===== src/rtl/coder_pkg.sv =====
// ============================================================================
//  Module      : coder_pkg
//  Description : Shared code-word type, serializer state encoding and helpers.
//  Revision    : 1.0 - initial release
// ============================================================================
`default_nettype none

package coder_pkg;

    localparam int CODE_WIDTH = 4;

    typedef logic [CODE_WIDTH-1:0] code_t;

    typedef enum logic [0:0] {
        S_IDLE  = 1'b0,
        S_SHIFT = 1'b1
    } ser_state_t;

    // Index width for n items, never narrower than one bit.
    function automatic int addr_bits(input int n);
        return (n > 1) ? $clog2(n) : 1;
    endfunction

endpackage

`default_nettype wire


===== src/rtl/code_fifo.sv =====
// ============================================================================
//  Module      : code_fifo
//  Description : DEPTH-entry synchronous FIFO holding code words for the
//                serializer; combinational read of the head entry.
//  Revision    : 1.0 - initial release
// ============================================================================
`default_nettype none

module code_fifo
    import coder_pkg::*;
#(
    parameter int WIDTH = CODE_WIDTH,
    parameter int DEPTH = 2
) (
    input  logic             clk,
    input  logic             rst,
    input  logic             push,
    input  logic             pop,
    input  logic [WIDTH-1:0] din,
    output logic [WIDTH-1:0] dout,
    output logic             full,
    output logic             empty
);

    localparam int c_addr_w = addr_bits(DEPTH);
    localparam int c_cnt_w  = c_addr_w + 1;
    localparam logic [c_cnt_w-1:0] c_full_cnt = c_cnt_w'(DEPTH);

    logic [WIDTH-1:0]    r_mem [DEPTH];
    logic [c_addr_w-1:0] r_wr_ptr;
    logic [c_addr_w-1:0] r_rd_ptr;
    logic [c_cnt_w-1:0]  r_count;

    logic w_push;
    logic w_pop;

    assign full   = (r_count == c_full_cnt);
    assign empty  = (r_count == '0);
    assign dout   = r_mem[r_rd_ptr];

    // A push while full is refused even when a pop frees a slot this cycle.
    assign w_push = push && !full;
    assign w_pop  = pop && !empty;

    always_ff @(posedge clk) begin
        if (w_push) begin
            r_mem[r_wr_ptr] <= din;
        end
    end

    always_ff @(posedge clk) begin
        if (rst) begin
            r_wr_ptr <= '0;
            r_rd_ptr <= '0;
            r_count  <= '0;
        end else begin
            if (w_push) begin
                r_wr_ptr <= r_wr_ptr + 1'b1;
            end
            if (w_pop) begin
                r_rd_ptr <= r_rd_ptr + 1'b1;
            end
            case ({w_push, w_pop})
                2'b10:   r_count <= r_count + 1'b1;
                2'b01:   r_count <= r_count - 1'b1;
                default: r_count <= r_count;
            endcase
        end
    end

endmodule

`default_nettype wire


===== src/rtl/code_serializer.sv =====
// ============================================================================
//  Module      : code_serializer
//  Description : Buffers parallel code words and shifts them out MSB first,
//                back-to-back with no bubble between consecutive words.
//  Revision    : 1.0 - initial release
// ============================================================================
`default_nettype none

module code_serializer
    import coder_pkg::*;
#(
    parameter int WIDTH = CODE_WIDTH,
    parameter int DEPTH = 2
) (
    input  logic             clk,
    input  logic             rst,
    input  logic [WIDTH-1:0] data_in,
    input  logic             valid_in,
    output logic             ready_out,
    output logic             ser_out,
    output logic             ser_valid,
    output logic             frame_last,
    output logic             busy
);

    localparam int c_cnt_w = addr_bits(WIDTH);
    localparam logic [c_cnt_w-1:0] c_last_bit = c_cnt_w'(WIDTH - 1);

    ser_state_t         r_state;
    logic [WIDTH-1:0]   r_shift;
    logic [c_cnt_w-1:0] r_cnt;

    logic               w_full;
    logic               w_empty;
    logic [WIDTH-1:0]   w_dout;
    logic               w_push;
    logic               w_pop;
    logic               w_shifting;
    logic               w_last;

    code_fifo #(
        .WIDTH (WIDTH),
        .DEPTH (DEPTH)
    ) u_fifo (
        .clk   (clk),
        .rst   (rst),
        .push  (w_push),
        .pop   (w_pop),
        .din   (data_in),
        .dout  (w_dout),
        .full  (w_full),
        .empty (w_empty)
    );

    assign ready_out  = !w_full && !rst;
    assign w_push     = valid_in && ready_out;
    assign w_shifting = (r_state == S_SHIFT);
    assign w_last     = w_shifting && (r_cnt == c_last_bit);

    // Pop only from a registered non-empty FIFO, so a fresh push never bypasses.
    assign w_pop      = !w_empty && ((r_state == S_IDLE) || w_last);

    assign ser_valid  = w_shifting;
    assign ser_out    = w_shifting && r_shift[WIDTH-1];
    assign frame_last = w_last;
    assign busy       = w_shifting || !w_empty;

    always_ff @(posedge clk) begin
        if (rst) begin
            r_state <= S_IDLE;
            r_shift <= '0;
            r_cnt   <= '0;
        end else begin
            case (r_state)
                S_IDLE: begin
                    if (!w_empty) begin
                        r_shift <= w_dout;
                        r_cnt   <= '0;
                        r_state <= S_SHIFT;
                    end
                end
                S_SHIFT: begin
                    if (w_last) begin
                        r_cnt <= '0;
                        if (!w_empty) begin
                            r_shift <= w_dout;
                        end else begin
                            r_shift <= '0;
                            r_state <= S_IDLE;
                        end
                    end else begin
                        r_shift <= r_shift << 1;
                        r_cnt   <= r_cnt + 1'b1;
                    end
                end
                default: begin
                    r_state <= S_IDLE;
                    r_shift <= '0;
                    r_cnt   <= '0;
                end
            endcase
        end
    end

endmodule

`default_nettype wire


===== config.mk =====
export PLATFORM = sky130hd
export DESIGN_NAME = code_serializer
export DESIGN_NICKNAME = d
export VERILOG_FILES = /design/src/rtl/coder_pkg.sv /design/src/rtl/code_fifo.sv /design/src/rtl/code_serializer.sv
export SDC_FILE = /design/constraint.sdc
export NUM_CORES = 1
export LEC_CHECK = 0
export ABC_CLOCK_PERIOD_IN_PS = 3450
export CELL_PAD_IN_SITES_DETAIL_PLACEMENT = 0
export CELL_PAD_IN_SITES_GLOBAL_PLACEMENT = 1
export CORE_MARGIN = 2
export CORE_UTILIZATION = 43
export CTS_CLUSTER_DIAMETER = 30
export DETAILED_ROUTE_END_ITERATION = 12
export PLACE_DENSITY_LB_ADDON = 0.1
export SLEW_MARGIN = 15
export SYNTH_ARGS = -nofsm -noshare
export SYNTH_HDL_FRONTEND = slang
export SYNTH_SLANG_ARGS = --single-unit

===== constraint.sdc =====
create_clock -name clk -period 3.45 [get_ports clk]
set_input_delay 0.69 -clock clk [delete_from_list [all_inputs] [get_ports clk]]
set_output_delay 0.69 -clock clk [all_outputs]
set_load 0.005 [all_outputs]

Word level (Yosys, flattened, before mapping)

Memories as Yosys holds them, arrays and structs flattened. A register that Yosys moved wholly into a read port is not among the register bits.
Index checks and enable logic that the tools add are counted.
W data, S select, Z words.

Register bits: 11
Bits in writable memories: 8
Input bits: 7
Output and inout bits: 5
Logic and storage cells: 47
Memories kept: 1

Memory list:

| name         | words | width | rd ports | clocked after Yosys merged registers in | write ports | line            | text |
|---|---|---|---|---|---|---|---|
| u_fifo.r_mem | 2     | 4     | 1        | 1                                       | 1           | code_fifo.sv:29 | `logic [WIDTH-1:0] r_mem [DEPTH];` |

Add/sub/neg operators: 5
Equality and inequality tests: 5
Muxes and demuxes: 15
Bitwise logic cells: 1
Reduce and logical (&&, ||, !) cells: 14

Operator list:

| operator              | count |
|---|---|
| $mux W4               | 3 |
| $pmux W2 S2           | 2 |
| $pmux W4 S2           | 1 |
| $logic_and A1 B1 Y1   | 7 |
| $eq A2 B2 Y1 const B  | 3 |
| $mux W1               | 6 |
| $add A2 B1 Y2 const B | 2 |
| $mux W2               | 2 |
| $logic_not A1 Y1      | 3 |
| $add A1 B1 Y1 const B | 2 |
| $eq A2 B1 Y1 const B  | 1 |
| $logic_not A2 Y1      | 1 |
| $logic_or A1 B1 Y1    | 2 |
| $ne A2 B2 Y1 const B  | 1 |
| $pmux W1 S2           | 1 |
| $reduce_bool A2 Y1    | 1 |
| $sub A2 B1 Y2 const B | 1 |
| $not A1 Y1            | 1 |

Depth between registers and ports, before layout

Word-level depth: 7
Mapped depth: 7

Cells and area by module

Synthesis repeated with hierarchy kept, for this count alone.

Cells, all modules: 79
Area, all modules: 873.3 sq um

Modules (own cells, without submodules):

| module          | times used | cells an instance | area each (sq um) | seq. area each (sq um) |
|---|---|---|---|---|
| code_fifo       | 1          | 38                | 509.2             | 340.3 |
| code_serializer | 1          | 41                | 364.1             | 140.1 |

Least setup slack after synthesis

No wires, ideal clock.

Kind: input-to-reg
Start point: input valid_in
End point: register u_fifo.r_count[1]
Data arrival time: 1.845 ns
Data required time: 3.379 ns
Slack: 1.534 ns
Stages: 5
Path buffers: 0
Cell sequence: inv_1 > or3_1 > ha_1 > or3_1 > a21oi_1

Longest elaborated chain between the ends: 4
Elaborated cells between the ends (all ways): 6
Those cells by class: eq/ne (2); mux (1); reduce/logical (3)

RTL lines:

| item                                              | line                  | text |
|---|---|---|
| start: declaration                                | code_serializer.sv:18 | `input logic valid_in,` |
| $logic_and A1 B1 Y1 (*)                           | code_serializer.sv:56 | `assign w_push = valid_in && ready_out;` |
| $logic_and A1 B1 Y1 (*)                           | code_fifo.sv:42       | `assign w_push = push && !full;` |
| $eq A2 B1 Y1 or $eq A2 B2 Y1 (tied branches)      | code_fifo.sv:63       | `case ({w_push, w_pop})` |
| $pmux W2 S2 or $reduce_bool A2 Y1 (tied branches) | -                     |  |
| end signal: assignment                            | code_fifo.sv:64       | `2'b10: r_count <= r_count + 1'b1;` |
| end signal: assignment                            | code_fifo.sv:65       | `2'b01: r_count <= r_count - 1'b1;` |
| end signal: assignment                            | code_fifo.sv:66       | `default: r_count <= r_count;` |
| end: declaration                                  | code_fifo.sv:32       | `logic [c_cnt_w-1:0] r_count;` |

Mark *: on every way between the ends. The rest lies on a longest branch, timed or not.
A chain may end at the register's enable or synchronous reset.

Final worst setup path

Start point: input rst
End point: output ready_out

Longest elaborated chain between the ends: 2

RTL lines:

| item                | line                  | text |
|---|---|---|
| start: declaration  | code_serializer.sv:16 | `input logic rst,` |
| $logic_not A1 Y1    | code_serializer.sv:55 | `assign ready_out = !w_full && !rst;` |
| $logic_and A1 B1 Y1 | code_serializer.sv:55 |  |
| end: declaration    | code_serializer.sv:19 | `output logic ready_out,` |

Every way passes these cells.

==> qor.txt <==
P per Cell Area -> 822 mW/mm^2
P_leak -> 0.381 nW
Initial DRC Count -> 11
Status -> complete, no violations
Share of cells above drive strength 1 -> 0.132
Residual DRC -> 0
Area grow syn2layout -> 21.3%
Tot Pwr -> 0.862 mW
Crit path time final -> 2.44 ns
Largest net degree at the start of global routing -> 16
Commonest cells after routing, fill and taps aside -> 12 x dfxtp_1, 11 x clkdlybuf4s50_1, 8 x edfxtp_1
Tot GR Track Use -> 0.134
Post-Syn Instances -> 78
Met2 Resource Use GR -> 0.203
Die H -> 48.8 um
Detailed Place HPWL -> 1030 um
Routed vias/inst -> 4.97
Post_cts resized -> 0
Postcts setup bufs -> 0
Layout Skew -> 0.00626 ns
CP required -> 2.76 ns
Wire per inst -> 11.8 um
RSZ-0062 raised after global routing -> false
Hold WC Path Type -> flip-flop to flip-flop
Ys async rst share -> 0
Initial antenna violation count -> 0
Max Cap Viol -> 0
Proportion of synthesized chip area in sequential cells -> 0.556
Remaining Overflow, GRT -> 0
Met1 usage -> 0.179
Final period util -> 0.708
CTS Root Cell -> clkbuf_4
Pre-Repair DR Iteration Count -> 4
Main synth FF type -> dfxtp_1
GR met3 Demand/Resource -> 0.0276
Final wirelength -> 1390 um
Synth area leaders -> dfxtp_1 28%, edfxtp_1 28%, a21oi_1 4.1%
CP most frequent cell -> clkdlybuf4s50_1
Rel. slew slack -> 0.752
Global-route wire length before repair -> 2460 um
Cell taking the most area after synthesis -> dfxtp_1
Final setup viols -> 0
ANT cells -> 0
Syn_nets -> 87
NumNets Final -> 101
Clk_lat worst skew -> 0.30 ns
Num CTS Buffers -> 3
Row cnt -> 16
Routability-driven placement congestion ratio -> 0.747
CORE AREA -> 0.00192 mm^2
# H-tree levels -> 1
Antenna-violating nets left -> 0
Total I/O pin count -> 12
F_max -> 0.409 GHz
Clock transition at the registers of the reported paths -> 0.11 ns
Flops & latches, synth -> 20
Syn. warnings -> 0
Fin. max-slew vios -> 0
Routed vias -> 587
Worst path max stage delay -> 0.52 ns
Die ar. -> 0.00239 mm^2
Worst slew pin tran -> 0.371 ns
Final Hold Fails -> 0
Post-synth EDFFs -> 8
Distinct cells, synth -> 30
CP endpoint kind -> primary output
Busiest grt layer -> met2
Mapped Avg Cell Area -> 11.1 um^2
CP Data Arrival Time -> 1.75 ns
CTS max path bufs -> 2
Crit-path slowest cell -> clkdlybuf4s50_1
Setup CP Type -> input port to primary output
Most common cell after layout, fill and taps aside -> dfxtp_1
Initial core utilization -> 0.450
Vias in the first global route -> 560
Maximum vdd drop -> 0.415 mV
Worst-path cell chain -> clkdlybuf4s50_1, nor2_1, clkdlybuf4s50_1
Die Width -> 48.8 um
Crit path max fanout -> 2
Setup TNS Final -> 0 ns
CTS Hold Bufs -> 0
Synthesized area -> 865 um^2
Crit start category -> input port
CTS tree -> yes
Buffers on Ports -> 11
Sink Count -> 20
Synth top area share -> 0.278
## per-layer routing
metal | vias to the layer above | part of all wire | routed length, um
met5 | - | 0 | 0
met4 | 0 | 0.014 | 19
met3 | 2 | 0.023 | 32
met2 | 9 | 0.45 | 627
met1 | 267 | 0.51 | 709
li1 | 309 | - | -
## power by group
part | switching, mW | internal [mW] | leakage [nW] | total (mW)
clock network | 0.0707 | 0.117 | 0.0279 | 0.188
logic | 0.151 | 0.169 | 0.181 | 0.320
registers | 0.0508 | 0.303 | 0.172 | 0.354
## critical path: cells and delay by family
family | cells | cell delay, ns
simple gates | 1 | 0.13
buf+inv | 2 | 0.93
## synthesized netlist by cell type, types with 3 or more instances
cell type,instances
mux2_2,3
or3_1,4
a211oi_1,3
dfxtp_1,12
o211ai_1,3
inv_1,3
edfxtp_1,8
a21oi_1,7
nor2_1,6
nand2_1,3
## final timing paths
| kind | from | end | slack, ns | cells after the start |
|---|---|---|---|---|
| hold / removal | r_shift[2]$_SDFFE_PP0P_ | r_shift[3]$_SDFFE_PP0P_ | 0.46 | 2 |
| setup reg to reg | r_cnt[0]$_SDFFE_PP0P_ | u_fifo.r_count[1]$_SDFFE_PP0P_ | 1.55 | 6 |
| setup / recovery | rst | ready_out | 1.01 | 3 |
| hold reg to reg | r_shift[2]$_SDFFE_PP0P_ | r_shift[3]$_SDFFE_PP0P_ | 0.46 | 2 |
## layout make-up
cell class / instances / area (um^2)
clock buffers: 3 / 22.5
multi-input cells: 52 / 353
fillers: 193 / 873
flip-flops and latches: 20 / 480
repair buffers: 12 / 118
well taps: 27 / 33.8
clock inverters: 1 / 30.0
inverters: 3 / 11.3
## registers in the layout (all words and copies together), names as in the netlist, named ones only
| name | cells |
|---|---|
| u_fifo.r_rd_ptr | 1 |
| ser_valid | 1 |
| r_shift | 4 |
| u_fifo.r_wr_ptr | 1 |
| u_fifo.r_count | 2 |
| u_fifo.r_mem | 8 |
| r_cnt | 2 |
## through the flow
step           instance area [um^2]  hold WS, ns  std cells   util  setup WS (ns)
6_report                       1050        0.456        118  0.546           1.01
5_1_grt                        1050        0.496        118  0.546          0.909
4_1_cts                        1050        0.467        118  0.546          0.994
3_5_place_dp                    996        0.452        114  0.518          0.862
3_3_place_gp                    996        0.456        114  0.518          0.907
2_1_floorplan                   865        0.432         78      -           1.53
## logic make-up (layout without fill, tap and decap cells)
family / after synthesis / after routing / synth area share
simple gates: 26 / 26 / 0.168
flops: 20 / 20 / 0.556
compound gates: 17 / 17 / 0.123
buf+inv: 6 / 19 / 0.0362
mux: 5 / 5 / 0.0680
fa+ha+maj: 2 / 2 / 0.0289
xor+xnor: 2 / 2 / 0.0203
Power figures use the tool's default switching activity.
